$ cat src/rtl/load_store_unit.sv
// rtl/load_store_unit.sv - multi-cycle load/store stage with req/ack data-memory bus
//
// Purpose: accepts one access from the core while idle and registers it.
// Stores are aligned into byte lanes and loads are sign- or zero-extended.
// Each access runs one request/ack transaction on the data bus. Exactly one
// completion pulse returns per access; misaligned, illegal or timed-out
// accesses complete with an error.
//
// Ports:
//   clk, rst                    clock (rising edge), async active-high reset
//   req_valid/req_ready         core handshake; ready only while idle
//   req_write, req_addr,        access type, byte address, store data,
//   req_wdata, store_ctrl,      store size (SB/SH/SW) and
//   load_ctrl                   load size/sign (LB/LH/LW/LBU/LHU)
//   bus_req/bus_ack             memory handshake; request held until ack
//   bus_we, bus_addr, bus_be,   write strobe, word address, byte enables,
//   bus_wdata, bus_rdata        lane-replicated store data, read word
//   rsp_valid, rsp_rdata,       one-cycle completion, extended load data,
//   rsp_err                     error flag (valid with rsp_valid)
module load_store_unit #(
    parameter int unsigned TIMEOUT_CYCLES = 15
) (
    input  logic        clk,
    input  logic        rst,
    input  logic        req_valid,
    output logic        req_ready,
    input  logic        req_write,
    input  logic [31:0] req_addr,
    input  logic [31:0] req_wdata,
    input  logic [1:0]  store_ctrl,
    input  logic [2:0]  load_ctrl,
    output logic        bus_req,
    output logic        bus_we,
    output logic [31:0] bus_addr,
    output logic [3:0]  bus_be,
    output logic [31:0] bus_wdata,
    input  logic        bus_ack,
    input  logic [31:0] bus_rdata,
    output logic        rsp_valid,
    output logic [31:0] rsp_rdata,
    output logic        rsp_err
);

    localparam logic [7:0] TO_LIMIT = 8'(TIMEOUT_CYCLES);

    typedef enum logic [1:0] {S_IDLE, S_WAIT, S_RESP} state_t;

    state_t      state_q, state_d;
    logic        we_q, we_d;
    logic [31:0] addr_q, addr_d;
    logic [3:0]  be_q, be_d;
    logic [31:0] wdata_q, wdata_d;
    logic [2:0]  lctrl_q, lctrl_d;
    logic        err_q, err_d;
    logic [31:0] rdata_q, rdata_d;
    logic [7:0]  cnt_q, cnt_d;

    logic        acc_bad;
    logic [3:0]  acc_be;
    logic [31:0] acc_wdata;
    logic [7:0]  ld_byte;
    logic [15:0] ld_half;
    logic [31:0] ld_ext;
    logic [7:0]  cnt_inc;

    // Decode the incoming request: lane enables, replicated store data, legality.
    always_comb begin
        acc_bad   = 1'b0;
        acc_be    = 4'b1111;
        acc_wdata = '0;
        if (req_write) begin
            case (store_ctrl)
                2'b00: begin
                    acc_be    = 4'b0001 << req_addr[1:0];
                    acc_wdata = {4{req_wdata[7:0]}};
                end
                2'b01: begin
                    acc_be    = req_addr[1] ? 4'b1100 : 4'b0011;
                    acc_wdata = {2{req_wdata[15:0]}};
                    acc_bad   = req_addr[0];
                end
                2'b10: begin
                    acc_wdata = req_wdata;
                    acc_bad   = |req_addr[1:0];
                end
                default: acc_bad = 1'b1;
            endcase
        end else begin
            case (load_ctrl)
                3'b000, 3'b100: acc_bad = 1'b0;
                3'b001, 3'b101: acc_bad = req_addr[0];
                3'b010:         acc_bad = |req_addr[1:0];
                default:        acc_bad = 1'b1;
            endcase
        end
    end

    // Pick the addressed lane out of the read word and extend it.
    always_comb begin
        case (addr_q[1:0])
            2'd0:    ld_byte = bus_rdata[7:0];
            2'd1:    ld_byte = bus_rdata[15:8];
            2'd2:    ld_byte = bus_rdata[23:16];
            default: ld_byte = bus_rdata[31:24];
        endcase
        ld_half = addr_q[1] ? bus_rdata[31:16] : bus_rdata[15:0];
        case (lctrl_q)
            3'b000:  ld_ext = {{24{ld_byte[7]}}, ld_byte};
            3'b001:  ld_ext = {{16{ld_half[15]}}, ld_half};
            3'b010:  ld_ext = bus_rdata;
            3'b100:  ld_ext = {24'd0, ld_byte};
            3'b101:  ld_ext = {16'd0, ld_half};
            default: ld_ext = '0;
        endcase
    end

    assign cnt_inc = cnt_q + 8'd1;

    always_comb begin
        state_d = state_q;
        we_d    = we_q;
        addr_d  = addr_q;
        be_d    = be_q;
        wdata_d = wdata_q;
        lctrl_d = lctrl_q;
        err_d   = err_q;
        rdata_d = rdata_q;
        cnt_d   = cnt_q;
        case (state_q)
            S_IDLE: begin
                if (req_valid) begin
                    we_d    = req_write;
                    addr_d  = req_addr;
                    be_d    = acc_be;
                    wdata_d = acc_wdata;
                    lctrl_d = load_ctrl;
                    cnt_d   = '0;
                    rdata_d = '0;
                    err_d   = acc_bad;
                    // Bad accesses skip the bus entirely and complete next cycle.
                    state_d = acc_bad ? S_RESP : S_WAIT;
                end
            end
            S_WAIT: begin
                // Ack takes priority over the timeout in the same cycle.
                if (bus_ack) begin
                    rdata_d = we_q ? 32'd0 : ld_ext;
                    err_d   = 1'b0;
                    state_d = S_RESP;
                end else if (cnt_inc == TO_LIMIT) begin
                    rdata_d = '0;
                    err_d   = 1'b1;
                    state_d = S_RESP;
                end else begin
                    cnt_d = cnt_inc;
                end
            end
            default: state_d = S_IDLE;
        endcase
    end

    always_ff @(posedge clk or posedge rst) begin
        if (rst) begin
            state_q <= S_IDLE;
            we_q    <= 1'b0;
            addr_q  <= '0;
            be_q    <= '0;
            wdata_q <= '0;
            lctrl_q <= '0;
            err_q   <= 1'b0;
            rdata_q <= '0;
            cnt_q   <= '0;
        end else begin
            state_q <= state_d;
            we_q    <= we_d;
            addr_q  <= addr_d;
            be_q    <= be_d;
            wdata_q <= wdata_d;
            lctrl_q <= lctrl_d;
            err_q   <= err_d;
            rdata_q <= rdata_d;
            cnt_q   <= cnt_d;
        end
    end

    // Outputs decode directly from the state register so an async reset
    // drops bus_req in the same instant.
    assign req_ready = (state_q == S_IDLE);
    assign bus_req   = (state_q == S_WAIT);
    assign bus_we    = bus_req & we_q;
    assign bus_addr  = bus_req ? {addr_q[31:2], 2'b00} : 32'd0;
    assign bus_be    = bus_req ? be_q : 4'd0;
    assign bus_wdata = bus_req ? wdata_q : 32'd0;
    assign rsp_valid = (state_q == S_RESP);
    assign rsp_rdata = rsp_valid ? rdata_q : 32'd0;
    assign rsp_err   = rsp_valid & err_q;

endmodule

$ cat config.mk
export PLATFORM = sky130hd
export DESIGN_NAME = load_store_unit
export DESIGN_NICKNAME = d
export VERILOG_FILES = /design/src/rtl/load_store_unit.sv
export SDC_FILE = /design/constraint.sdc
export NUM_CORES = 1
export LEC_CHECK = 0
export CORE_MARGIN = 5
export CORE_UTILIZATION = 47
export CTS_CLUSTER_DIAMETER = 30
export DETAILED_ROUTE_END_ITERATION = 16
export GPL_ROUTABILITY_DRIVEN = 0
export PLACE_DENSITY = 0.91
export SLEW_MARGIN = 20
export SYNTH_ARGS = -nofsm -noshare
export SYNTH_HDL_FRONTEND = slang
export SYNTH_SLANG_ARGS = --single-unit
export TNS_END_PERCENT = 20
$ cat constraint.sdc
create_clock -name clk -period 4.57 [get_ports clk]
set_clock_uncertainty 0.1 [all_clocks]
set_input_delay 0.457 -clock clk [delete_from_list [all_inputs] [get_ports clk]]
set_output_delay 0.457 -clock clk [all_outputs]
set_load 0.05 [all_outputs]
* Word level (Yosys, flattened, before mapping)
Cells that the tools add are included.
** Word-level totals
- Output and inout bits :: 105
- Flip-flop bits (word level) :: 115
** Cells by class
- Bitwise operators :: 2
- Shifts and indexed selects :: 1
- Add/subtract/negate cells :: 1
- Equal/unequal tests :: 19
- Reduce and logical (&&, ||, !) cells :: 13
- Muxes and demuxes :: 33
** Operator list (number)
- $mux W32 :: 8
- $pmux W32 S5 :: 1
- $pmux W32 S3 :: 1
- $pmux W32 S2 :: 1
- $mux W8 :: 3
- $pmux W8 S3 :: 1
- $mux W16 :: 1
- $pmux W8 S2 :: 1
- $eq A3 B3 Y1 const B :: 4
- $mux W4 :: 3
- $add A8 B1 Y8 const B :: 1
- $eq A8 B4 Y1 const B :: 1
- $mux W2 :: 4
- $pmux W4 S2 :: 1
- $eq A2 B1 Y1 const B :: 3
- $eq A2 B2 Y1 const B :: 3
- $eq A3 B1 Y1 const B :: 2
- $eq A3 B2 Y1 const B :: 2
- $logic_not A2 Y1 :: 3
- $logic_not A3 Y1 :: 2
- $ne A2 B2 Y1 const B :: 3
- $pmux W1 S3 :: 2
- $reduce_or A2 Y1 :: 3
- $mux W1 :: 4
- other kinds (9) :: 11

* Depth between registers and ports, before layout
Gate-level depths: netlist of the first run.
- Depth in word-level cells :: 7
- Depth in mapped cells :: 8
- Mapped depth without buffers :: 6

* Worst setup path before layout of the first run
Ideal clock, no wire load.
- Path kind :: reg-to-output
- From :: reg state_q[1]
- To :: out bus_wdata[22]
- Stages on the path, launching flop included :: 5
- Path buffers :: 1
- Slack :: 2.135 ns
- Arrival time :: 1.878 ns
- Required time :: 4.013 ns
- Path through :: dfrtp_1 > nand2b_1 > inv_1 > clkbuf_1 > and2_1
** Between the ends
- Word-level cells in the longest chain between the ends :: 2
** RTL lines
- from (decl) :: line 48 : state_t state_q, state_d;
- from (signal assigned) :: line 174 : state_q <= state_d;
- $eq A2 B1 Y1 :: line 189 : assign bus_req = (state_q == S_WAIT);
- via bus_req :: line 32 : output logic bus_req,
- $mux W32 :: line 193 : assign bus_wdata = bus_req ? wdata_q : 32'd0;
- to (decl) :: line 36 : output logic [31:0] bus_wdata,
The timed path passes the listed nets, and every way through them passes these cells.

* Final worst setup path of the first run
- From :: reg state_q[1]
- To :: out bus_wdata[3]
** Between the ends
- Word-level cells in the longest chain between the ends :: 2
** RTL lines (line)
- $eq A2 B1 Y1 :: 189
- $mux W32 :: 193
No other way between the ends.

==> results of run 1 <==
## critical path, delay by kind of cell, from the launching register on
family                 cells  cell delay, ps
buffers and inverters      3            1370
and+or+nand+nor            2             450
DFF                        1             410
## layer usage
metal  vias to the layer above  global-route usage [%]
met5                         -                       0
met4                         0                    9.45
met3                        46                    9.01
met2                       340                    38.3
met1                      3036                    30.8
li1                       3038                       -
## power by group through the flow
stage          Sequential (uW)  Combinational, uW  Clock [uW]
6_report                  1530               1680        1370
3_3_place_gp              1530               1630           0
4_1_cts                   1530               1680        1370
2_1_floorplan             1420               1250           0
5_1_grt                   1570               1820        1420
3_5_place_dp              1540               1670           0
## flip-flops by register name, indices dropped and copies added, names as in the netlist, 2 cells and up
register,count
rdata_q,32
lctrl_q,3
cnt_q,8
addr_q,32
wdata_q,32
be_q,4
state_q,2
## stage by stage
stage	total power (uW)	setup slack (ps)	hold slack (ps)	cell area, um^2	cells
after global placement	3160	1510	350	8760	1134
after detailed placement	3210	1460	354	8760	1134
after CTS	4590	1290	348	9370	1166
after floorplan	2670	969	337	6610	795
after global routing	4810	1200	379	9370	1166
final	4580	1340	327	9370	1166
## placed cells by master (no fill, tap or decap), types with 3 or more instances in the layout
master                            count
sky130_fd_sc_hd__a211oi_1            16
sky130_fd_sc_hd__a21oi_1             57
sky130_fd_sc_hd__a22o_1               8
sky130_fd_sc_hd__a22oi_1              7
sky130_fd_sc_hd__and2_1             101
sky130_fd_sc_hd__buf_4               13
sky130_fd_sc_hd__bufinv_16            3
sky130_fd_sc_hd__clkbuf_16           17
sky130_fd_sc_hd__clkdlybuf4s50_1    208
sky130_fd_sc_hd__clkinv_2             3
sky130_fd_sc_hd__clkinv_4             3
sky130_fd_sc_hd__dfrtp_1            115
sky130_fd_sc_hd__inv_1               21
sky130_fd_sc_hd__inv_6                4
sky130_fd_sc_hd__mux2i_1             25
sky130_fd_sc_hd__mux4_2               8
sky130_fd_sc_hd__nand2_1            185
sky130_fd_sc_hd__nand2b_1             3
sky130_fd_sc_hd__nand3_1             18
sky130_fd_sc_hd__nor2_1              32
sky130_fd_sc_hd__nor2b_1             11
sky130_fd_sc_hd__nor3_1               4
sky130_fd_sc_hd__o211ai_1            16
sky130_fd_sc_hd__o21ai_0             58
sky130_fd_sc_hd__o22ai_1              7
sky130_fd_sc_hd__xor2_1               3
## area by class of cell
cell class,count,share of cell area (%)
Clock buffer,17,4.54
Clock inverter,15,1.94
Inverter,24,0.988
Multi-Input combinational cell,594,36.1
Sequential cell,115,30.7
Tap cell,180,2.40
Timing Repair Buffer,221,23.3
## cells by family (layout without fill, tap and decap cells)
group	after synthesis	after routing	share of synthesized area, %
DFF	115	115	43.5
buffers and inverters	86	277	5.32
other	1	2	0.0567
xor gates and xnor gates	4	4	0.530
muxes	34	34	6.68
adders and majority gates	2	2	0.379
and+or+nand+nor	365	365	26.2
AOI/OAI and AO/OA	187	187	17.3
## final timing paths
| kind | startpoint | endpoint | slack, ps | depth (start not counted) |
|---|---|---|---|---|
| setup / recovery | state_q[1] | bus_wdata[3] | 1340 | 5 |
| hold / removal | rst | addr_q[8] | 330 | 2 |
| setup reg to reg | cnt_q[0] | rdata_q[28] | 1740 | 7 |
| hold reg to reg | addr_q[6] | addr_q[6] | 360 | 2 |
| max in group asynchronous | rst | rdata_q[14] | 3140 | 3 |
| min in group clk | addr_q[6] | addr_q[6] | 360 | 2 |
==> reports/results.txt, run 1 <==
The overall die area was 16500 um^2; the fraction of power consumed by sequential logic was 33.5%. The clock period could shrink to 3230 ps. The relative slew slack came out at 43.8%.

The worst setup path is launched from a flop. The tools report the final-report hold violation count as 0. In this run the mean area of a mapped cell was 8.32 um^2. Combinational share of power: 36.6%. The tools report the highest clock rate as 309 MHz. Buffers inserted during clock tree synthesis total 17. The sink count of the clock tree was 115; the power density normalized to cell area was 489 nW/um^2.

The final setup TNS was 0 ps; the actual slew at the worst max-slew pin was 841 ps. The run gives 211 as the count of boundary I/O pins. The total number of yosys warnings is 0. Synthesis instantiated 52 different standard cells from the library.

The detailed-route wire length per cell was 17.3 um; the maximum number of pins on one net before global-route repair was 73. The run gives 5 as the number of iterations in the first detailed-routing pass. The run finished with clean final reports. Fill cells in the final layout number 1057. In this run the static leakage power is 0.00408 uW. The synthesized design contains 0 enable-type register cells. The clock network accounts for 29.8% of the total power. Across the VDD grid, the largest voltage drop is 0.324 mV. Once the clock tree was built, the resizer swapped 0 gates to a different size. The number of max-capacitance violations reported was 0; the switching power of the nets was 1790 uW. Summed over all instances, the cell type with the most area after synthesis is sky130_fd_sc_hd__dfrtp_1. In the final design database the tool counted 1081 nets.

The share of the core filled with cells in the final layout is 67.7%. No sink is reached through more buffers than the 2 on the longest clock path. The synthesized design devotes to its leading area cell type 43.5% of total area.

Post-DP HPWL: 13.9 mm. The share of the clock period used by the worst path after layout was 70.8%; the largest fanout of any net on the critical path was 72. The highest layer touched by signal routing is met4. Summing all multi-input logic gate instances after layout gives 3390 um^2. Setup repair after global routing left no endpoint under its margin. The synthesized design contains 115 register bits. For this block, wires on met1 add up to 8.06 mm.

Worst min-delay path class: primary input to asynchronous set/reset pin. The initialized floorplan defines 43 standard-cell rows. The worst setup path is captured at an output pin. Sorting the synthesized cells by area gives the leading types as sky130_fd_sc_hd__dfrtp_1 44%, sky130_fd_sc_hd__nand2_1 11%, sky130_fd_sc_hd__and2_1 9.6%, sky130_fd_sc_hd__o21ai_0 4.4%, sky130_fd_sc_hd__a21oi_1 4.3%. Vias after detailed routing: 6460. The number of nets with antenna violations after detailed routing is 0, and the first-pass GRT wire length is 32.0 mm.

The global-route total usage across every layer was 24.4%. Sorting the synthesized cells by how often they occur yields 186 x sky130_fd_sc_hd__nand2_1, 115 x sky130_fd_sc_hd__dfrtp_1, 101 x sky130_fd_sc_hd__and2_1. For this block, the routed nets add up to 20.2 mm of wire. In this run the standard cell core region covers 13800 um^2.

The H-tree generated during clock tree synthesis spans 4 levels. The critical path is of the flop to output pin type. The tools report the final count of pins violating max slew as 0. The sequential fraction of the synthesis area was 43.5%. After detailed routing, the number of vias per cell comes to 5.54. The fraction of layout cells with a size suffix above 1 is 6.49%. Prevailing post-synth register cell: sky130_fd_sc_hd__dfrtp_1. Internal power comes to 2790 uW. The die is 129 um wide. STA puts the critical path data arrival time at 2680 ps. After clock tree synthesis, the clock-pin slew on the worst setup and hold paths is 50 ps. After technology mapping, the gate count stands at 794. The run gives 0 as the number of antenna violations at the first check in global routing. The buffer cell driving the clock tree root was sky130_fd_sc_hd__clkbuf_16. In this design, the stage delay of the slowest critical-path cell is 850 ps. Summing all flip-flop and latch instances after layout gives 2880 um^2. For this run, design rule violations remaining after detail routing come to 0. Setup violations remaining at the end of the flow were counted as 0. The number of setup buffers added after CTS is 0. TritonCTS built the clock tree. The wire length on met2 is 9.40 mm, and the switching power share of the total is 39.1%. Measured along the y axis, the die boundary spans 129 um. The cell with the most instances after synthesis is sky130_fd_sc_hd__nand2_1. The count of buffers added on input and output ports is 208. The cell area that synthesis handed to floorplanning was 6610 um^2.

Compared with the post-synthesis result, the final layout area differs by 41.7%. The repair_antennas step left the layout with diodes totalling 0. At the worst endpoint, the required time is 4010 ps. The number of buffers added to fix hold violations after cts was 0; the remaining global-route overflow was 0.

Walking the worst path, the cells encountered are nand2b_1, clkinv_1, buf_4, and2_1, clkdlybuf4s50_1. Clock latency on the worst-skew pair, taken at its later pin, is 410 ps. The DRC violation total after the first TritonRoute iteration is 706. The cell at the slowest stage of the critical path was sky130_fd_sc_hd__clkdlybuf4s50_1. The via count of the first global-routing pass was 6290. After detailed routing, the met3 layer carries 2.16 mm of wire. The initial utilization of the core area, before any placement, comes to 47.8%. Counting flops with an async set or reset pin after synthesis yields a share of 100%.
(Power assumes the default switching activity.)
==> inputs of run 2 (changes only) <==
- clock period: 4.57 -> 3.25 ns (I/O delays scaled with it)
==> reports/results.txt, run 2 (synthesis results as in run 1) <==
The flow ran to the end, and the final reports show no timing, DRC or antenna violations. The die height was 129 um (unchanged). The CTS clock-pin slew for the worst setup and hold paths works out to 50 ps (about the same). Setup repair after global routing left no endpoint under its margin. The source of the critical timing path was state_q[1] (unchanged). The startpoint of the lowest-slack register-to-register path was cnt_q[0] (unchanged). After layout, the worst path uses 81.1% of the clock period. The endpoint of the lowest-slack register-to-register path was cnt_q[0] (was rdata_q[28]). Final setup TNS: 0 ps (unchanged). The worst min-delay path class was primary input to asynchronous set/reset pin (unchanged). The area added between synthesis and finish works out to 44.3% (was 41.7%). The run gives 6 (was 5) as the number of iterations in the first detailed-routing pass. The maximum resistive drop on vdd is 0.444 mV (was 0.324 mV).

The logs give 0 (unchanged) for the final count of pins violating max slew and 6540 (was 6460) for the vias after detailed routing. The first-pass GRT wire length was 32.9 mm (was 32.0 mm). The gate family responsible for the most delay along the worst path was buffers and inverters (unchanged). The global-route total usage across every layer is 25.1% (was 24.4%). The number of nets in the final layout was 1087 (was 1081). The run gives 8.12 mm (was 8.06 mm) as the detailed-routing wirelength on met1.

The type of the worst setup path was flop to output pin (unchanged). The run gives 9.60 mm (was 9.40 mm) as the wire length on met2. The leakage component of the power came out at 0.00431 uW (was 0.00408 uW). Commonest cells after routing, fill and taps aside: 185 x sky130_fd_sc_hd__nand2_1, 140 x sky130_fd_sc_hd__clkdlybuf4s50_1, 115 x sky130_fd_sc_hd__dfrtp_1 (was 208 x sky130_fd_sc_hd__clkdlybuf4s50_1, 185 x sky130_fd_sc_hd__nand2_1, 115 x sky130_fd_sc_hd__dfrtp_1). The final-report hold violation count came out at 0 (unchanged). The tools report the count of final setup violators as 0 (unchanged).

The remaining global-route overflow came out at 0 (unchanged). The via count normalized by instance count is 5.58 (was 5.54). The total inserted antenna cells is 0 (unchanged).

The count of boundary I/O pins was 211 (unchanged). Regs by FF count: addr_q: 32 flops, rdata_q: 32 flops, wdata_q: 32 flops (unchanged). The logs give 302 ps (was 327 ps) for the worst-case hold slack and 20.7 mm (was 20.2 mm) for the sum of routed wire length over all layers.

The tools report the overall die area as 16500 um^2 (unchanged). Cell breakdown of the critical path: nor2b_1, buf_4, and2_1, clkdlybuf4s50_1 (was nand2b_1, clkinv_1, buf_4, and2_1, clkdlybuf4s50_1). Actual slew at the worst max-slew pin: 786 ps (was 841 ps). The startpoint type of the worst setup path was a flop (unchanged). The logs give 2.45 mm (was 2.16 mm) for the amount of wire on met3 after detailed routing and 0 (unchanged) for the number of max-capacitance violations reported.

The most common cell after layout, fill and taps aside is sky130_fd_sc_hd__nand2_1 (was sky130_fd_sc_hd__clkdlybuf4s50_1). The tools report the number of clock buffers inserted by TritonCTS as 17 (unchanged). TritonCTS built the clock tree.

The number of nets with antenna violations after detailed routing is 0 (unchanged). Number of antenna violations at the first check in global routing: 0 (unchanged). The run gives 4 (unchanged) as the count of H-tree levels built during CTS.

The minimum period implied by the final worst setup slack is 2640 ps. The maximum number of pins on one net before global-route repair was 116 (was 73); the post-DP HPWL was 14.1 mm (was 13.9 mm). The tools report the share of the core filled with cells in the final layout as 69.0% (was 67.7%). For the core region area, the log shows 13800 um^2 (unchanged). Relative slew slack: 47.6% (was 43.8%).

The power density normalized to cell area came out at 690 nW/um^2 (was 489 nW/um^2). The placement row count was 43 (unchanged). The largest fanout of any net on the critical path works out to 20 (was 72).

The detailed-route wire length per cell was 17.7 um (was 17.3 um). The tools report the endpoint class of the critical path as an output pin (unchanged). The number of buffers between clock root and the deepest sink is 2 (unchanged).

The highest clock rate was 379 MHz. The peak per-stage delay on the critical path is 810 ps (was 850 ps), and the fraction of layout cells with a size suffix above 1 is 13.8% (was 6.49%). The tools report the number of buffers added to fix hold violations after cts as 0 (unchanged). The initial core utilization was 47.8% (unchanged); the signal arrival time at the worst endpoint was 2210 ps (was 2680 ps). Sink count of the clock tree: 115 (unchanged). Required time of the critical path: 2820 ps (was 4010 ps). Uppermost metal layer occupied by signal nets: met4 (unchanged).

The count of cells along the worst register-to-register path came out at 6 (was 7). Chip width: 129 um (unchanged). The tools report the post-cts repair resize count as 0 (unchanged). Cell at the slowest stage of the critical path: sky130_fd_sc_hd__clkdlybuf4s50_1 (unchanged). The DRC violation total after the first TritonRoute iteration came out at 648 (was 706). The tools report the via count of the first global-routing pass as 6387 (was 6290).

The setup slack of the most critical reg-to-reg path was 770 ps (was 1740 ps); the critical path buffer and inverter count was 2 (was 3). The setup fix buffers added after clock tree synthesis is 0 (unchanged), and the count of input and output buffers is 208 (unchanged). The tools report the clock insertion delay at the later pin of the skew report as 410 ps (about the same). Buffer cell driving the clock tree root: sky130_fd_sc_hd__clkbuf_16 (unchanged).

The tools report the DRC violation count after routing as 0 (unchanged).
-- run 2: changes by cell type in the layout (fill, tap and decap cells not counted), moves of 2 or more --
cell and delta:
sky130_fd_sc_hd__buf_12 +22, sky130_fd_sc_hd__buf_4 +52, sky130_fd_sc_hd__clkinv_4 -2, sky130_fd_sc_hd__clkdlybuf4s50_1 -68
sky130_fd_sc_hd__inv_6 -3, sky130_fd_sc_hd__clkinvlp_4 +3
-- run 2: final cells by class --
type / count / area, um^2
fill: 995 / 4290
multi-input combinational: 594 / 3390
sequential: 115 / 2880
timing repair buffer: 227 / 2330
clock buffer: 19 / 443
tap: 180 / 225
clock inverter: 13 / 183
inverter: 24 / 93.8
-- run 2: report_power, final --
| part | leakage, uW | internal (uW) | total [uW] | switching (uW) |
|---|---|---|---|---|
| sequential | 0.00150 | 1820 | 2120 | 298 |
| clock | 0.000295 | 1300 | 1980 | 683 |
| combinational | 0.00252 | 935 | 2480 | 1540 |
| total | 0.00431 | 4060 | 6580 | 2520 |
-- run 2: routing by layer --
metal,vias up,track usage [%]
met3,51,9.63
li1,3050,-
met5,-,0
met2,385,40.0
met4,0,8.83
met1,3054,31.5
-- run 2: tightest hold or removal path, cell delays in order --
cell and delay (ps):
sky130_fd_sc_hd__clkdlybuf4s50_1 440, sky130_fd_sc_hd__clkinvlp_4 100, sky130_fd_sc_hd__buf_12 420
-- run 2: stage by stage --
step	power, uW	area (um^2)	setup slack [ps]	instances
floorplan	3750	6620	924	795
global placement	4510	8910	803	1140
detailed placement	4600	8910	775	1140
CTS	6600	9540	584	1172
global route	6920	9540	475	1172
finish	6580	9540	613	1172
-- run 2: how the worst max path moves through the flow --
stage	end	cells past startpoint
floorplan	be_q[0]	6
global placement	rdata_q[16]	7
detailed placement	rdata_q[16]	7
CTS	rsp_err	4
global route	rsp_rdata[15]	4
finish	rsp_rdata[15]	4
==> inputs of run 3 (changes only) <==
- CORE_UTILIZATION: 47 -> 43
- PLACE_DENSITY: 0.91 -> 0.88
- clock period: 3.25 -> 2.1 ns (I/O delays scaled with it)
==> reports/results.txt, run 3 (synthesis results as in run 1) <==
The tools report the via count of the first global-routing pass as 6903 (was 6387). The count of input and output buffers works out to 208 (unchanged). The sum of routed wire length over all layers is 23.5 mm (was 20.7 mm).

Count of H-tree levels built during CTS: 4 (unchanged). The run gives -44.0 ps (was 613 ps) as the worst setup margin. The number of nets in the final layout came out at 1121 (was 1087).

The count of boundary I/O pins was 211 (unchanged); the count of final setup violators was 15 (was 0). Setup repair after global routing could not meet its margin everywhere. The total of fill cells in the finished design is 987 (was 995). The area added between synthesis and finish works out to 65.2% (was 44.3%).

Endpoint class of the critical path: a flop (was an output pin). The via count normalized by instance count works out to 5.69 (was 5.58). The run gives 15100 um^2 (was 13800 um^2) as the core region area. The tools report the number of buffers between clock root and the deepest sink as 2 (unchanged). For the global-route total usage across every layer, the log shows 26.1% (was 25.1%). Worst min-delay path class: primary input to asynchronous set/reset pin (unchanged). The die height was 134 um (was 129 um); the signal arrival time at the worst endpoint was 2340 ps (was 2210 ps). The startpoint type of the worst setup path is a flop (unchanged). The run gives 0 (unchanged) as the remaining global-route overflow. The DRC violation count after routing is 0 (unchanged), and the number of iterations in the first detailed-routing pass is 5 (was 6). Number of nets with antenna violations after detailed routing: 0 (unchanged). Sink count of the clock tree: 115 (unchanged).

The overall die area is 17900 um^2 (was 16500 um^2). Required time of the critical path: 2290 ps (was 2820 ps). For the sequential cell area in the final layout, the log shows 2880 um^2 (about the same).

TritonCTS built the clock tree. The final critical path takes up 102% of the cycle. The maximum number of pins on one net before global-route repair was 73 (was 116). Regs by FF count: addr_q: 32 flops, rdata_q: 32 flops, wdata_q: 32 flops (unchanged).

For the initial core utilization, the log shows 43.6% (was 47.8%). Total instance count after detailed placement: 1175 (was 1140). The vias after detailed routing came out at 6903 (was 6540).

The run gives 37.1 mm (was 32.9 mm) as the first-pass GRT wire length. Commonest cells after routing, fill and taps aside: 183 x sky130_fd_sc_hd__nand2_1, 112 x sky130_fd_sc_hd__dfrtp_1, 109 x sky130_fd_sc_hd__buf_12 (was 185 x sky130_fd_sc_hd__nand2_1, 140 x sky130_fd_sc_hd__clkdlybuf4s50_1, 115 x sky130_fd_sc_hd__dfrtp_1). The final instance area came out at 10900 um^2 (was 9540 um^2). The actual slew at the worst max-slew pin was 666 ps (was 786 ps); the minimum period implied by the final worst setup slack was 2140 ps.

The run finished, with violations left. The non-filler instance count after layout is 1214 (was 1172). The logs give 0 (unchanged) for the final-report hold violation count and 55.5% (was 47.6%) for the relative slew slack.

The largest fanout of any net on the critical path is 8 (was 20), and the peak per-stage delay on the critical path is 500 ps (was 810 ps). The CTS clock-pin slew for the worst setup and hold paths is 60 ps (was 50 ps). The placement row count is 45 (was 43), and the power consumption is 11000 uW (was 6580 uW).

The tools report the post-DP HPWL as 16.1 mm (was 14.1 mm). The buffer cell driving the clock tree root was sky130_fd_sc_hd__clkbuf_16 (unchanged). Total inserted antenna cells: 0 (unchanged). The critical path buffer and inverter count was 3 (was 2). The run gives 0 (unchanged) as the number of antenna violations at the first check in global routing. The run gives 17 (unchanged) as the number of clock buffers inserted by TritonCTS. The most common cell after layout, fill and taps aside is sky130_fd_sc_hd__nand2_1 (unchanged).

Cell breakdown of the critical path: buf_4, inv_1, ha_1, nand3b_1, or4_4, o21ai_4, buf_2, o21ai_0 (was nor2b_1, buf_4, and2_1, clkdlybuf4s50_1). For the final count of pins violating max slew, the log shows 0 (unchanged). The cell area reported after detailed placement was 10100 um^2 (was 8910 um^2).

The logs give 0 (unchanged) for the number of buffers added to fix hold violations after cts and 0.00485 uW (was 0.00431 uW) for the leakage component of the power. Maximum resistive drop on vdd: 0.936 mV (was 0.444 mV). The number of max-capacitance violations reported is 0 (unchanged). The gate family responsible for the most delay along the worst path was simple AND/OR/NAND/NOR gates (was buffers and inverters). Based on the critical path, the design can be clocked at up to 466 MHz.

The area of the multi-input gates was 3490 um^2 (was 3390 um^2). The detailed-route wire length per cell was 19.4 um (was 17.7 um). The power density normalized to cell area is 1010 nW/um^2 (was 690 nW/um^2), and the fraction of layout cells with a size suffix above 1 is 23.4% (was 13.8%). Type of the worst setup path: flop to flop (was flop to output pin). The cell at the slowest stage of the critical path was sky130_fd_sc_hd__or4_4 (was sky130_fd_sc_hd__clkdlybuf4s50_1).

The DRC violation total after the first TritonRoute iteration came out at 768 (was 648). The final reports fail on setup timing. The run gives 420 ps (was 410 ps) as the clock insertion delay at the later pin of the skew report.

The chip width works out to 134 um (was 129 um).
## run 3: cell types whose count changed in the layout (fill, tap and decap cells not counted), sizes merged
| cell | change |
|---|---|
| buf | +69 |
| bufinv | -2 |
| clkbuf | -2 |
| clkdlybuf4s50 | -35 |
| clkinv | +2 |
| inv | +2 |
## run 3: path summary, 6_finish.rpt
check                               to  cells after the start         start  slack (ps)
max                        rdata_q[15]                      8      cnt_q[0]         -40
min                        rdata_q[28]                      2           rst          70
max reg2reg                rdata_q[15]                      8      cnt_q[0]         -40
min reg2reg                 addr_q[12]                      2    addr_q[12]         360
max in group asynchronous   state_q[1]                      3           rst        1210
min in group clk            addr_q[10]                      3  req_addr[10]         220
## run 3: per-layer routing
layer / part of all wire, % / wire [um] / track usage (%)
met1: 38 / 8850 / 31.4
met2: 48 / 11400 / 43.7
met3: 11 / 2570 / 9.30
met4: 3.0 / 714 / 8.51
met5: 0 / 0 / 0
## run 3: cell type report
cell class                      instances  area share (%)
Clock inverter                         15            1.44
Clock buffer                           17            3.90
Multi-Input combinational cell        594            31.9
Inverter                               24           0.928
Sequential cell                       115            26.4
Timing Repair Buffer                  261            33.2
Tap cell                              188            2.15
## run 3: repair_timing
item | 4_1_cts | 5_1_grt
gates resized for setup | 17 | 31
setup buffers | 2 | 0
pin swaps | 1 | 19
setup endpoints to repair | 89 | 111
cloned | 3 | 2
## run 3: stage by stage
step           hold slack (ps)  util [%]  TNS (ps)  worst slack (ps)
3_5_place_dp               354      66.8     -1950              -164
3_3_place_gp               349      66.8      -213             -38.1
5_1_grt                   79.5      72.1     -2170              -108
2_1_floorplan              215         -     -5440              -226
6_report                  65.1      72.1      -366             -44.0
4_1_cts                   57.2      71.5      -153             -26.2
## run 3: where the power goes
group / total, uW / switching (uW) / internal [uW] / leakage (uW)
combinational: 4860 / 2710 / 2150 / 0.00307
sequential: 3260 / 438 / 2830 / 0.00150
clock: 2880 / 1130 / 1750 / 0.000276
total: 11000 / 4280 / 6730 / 0.00485
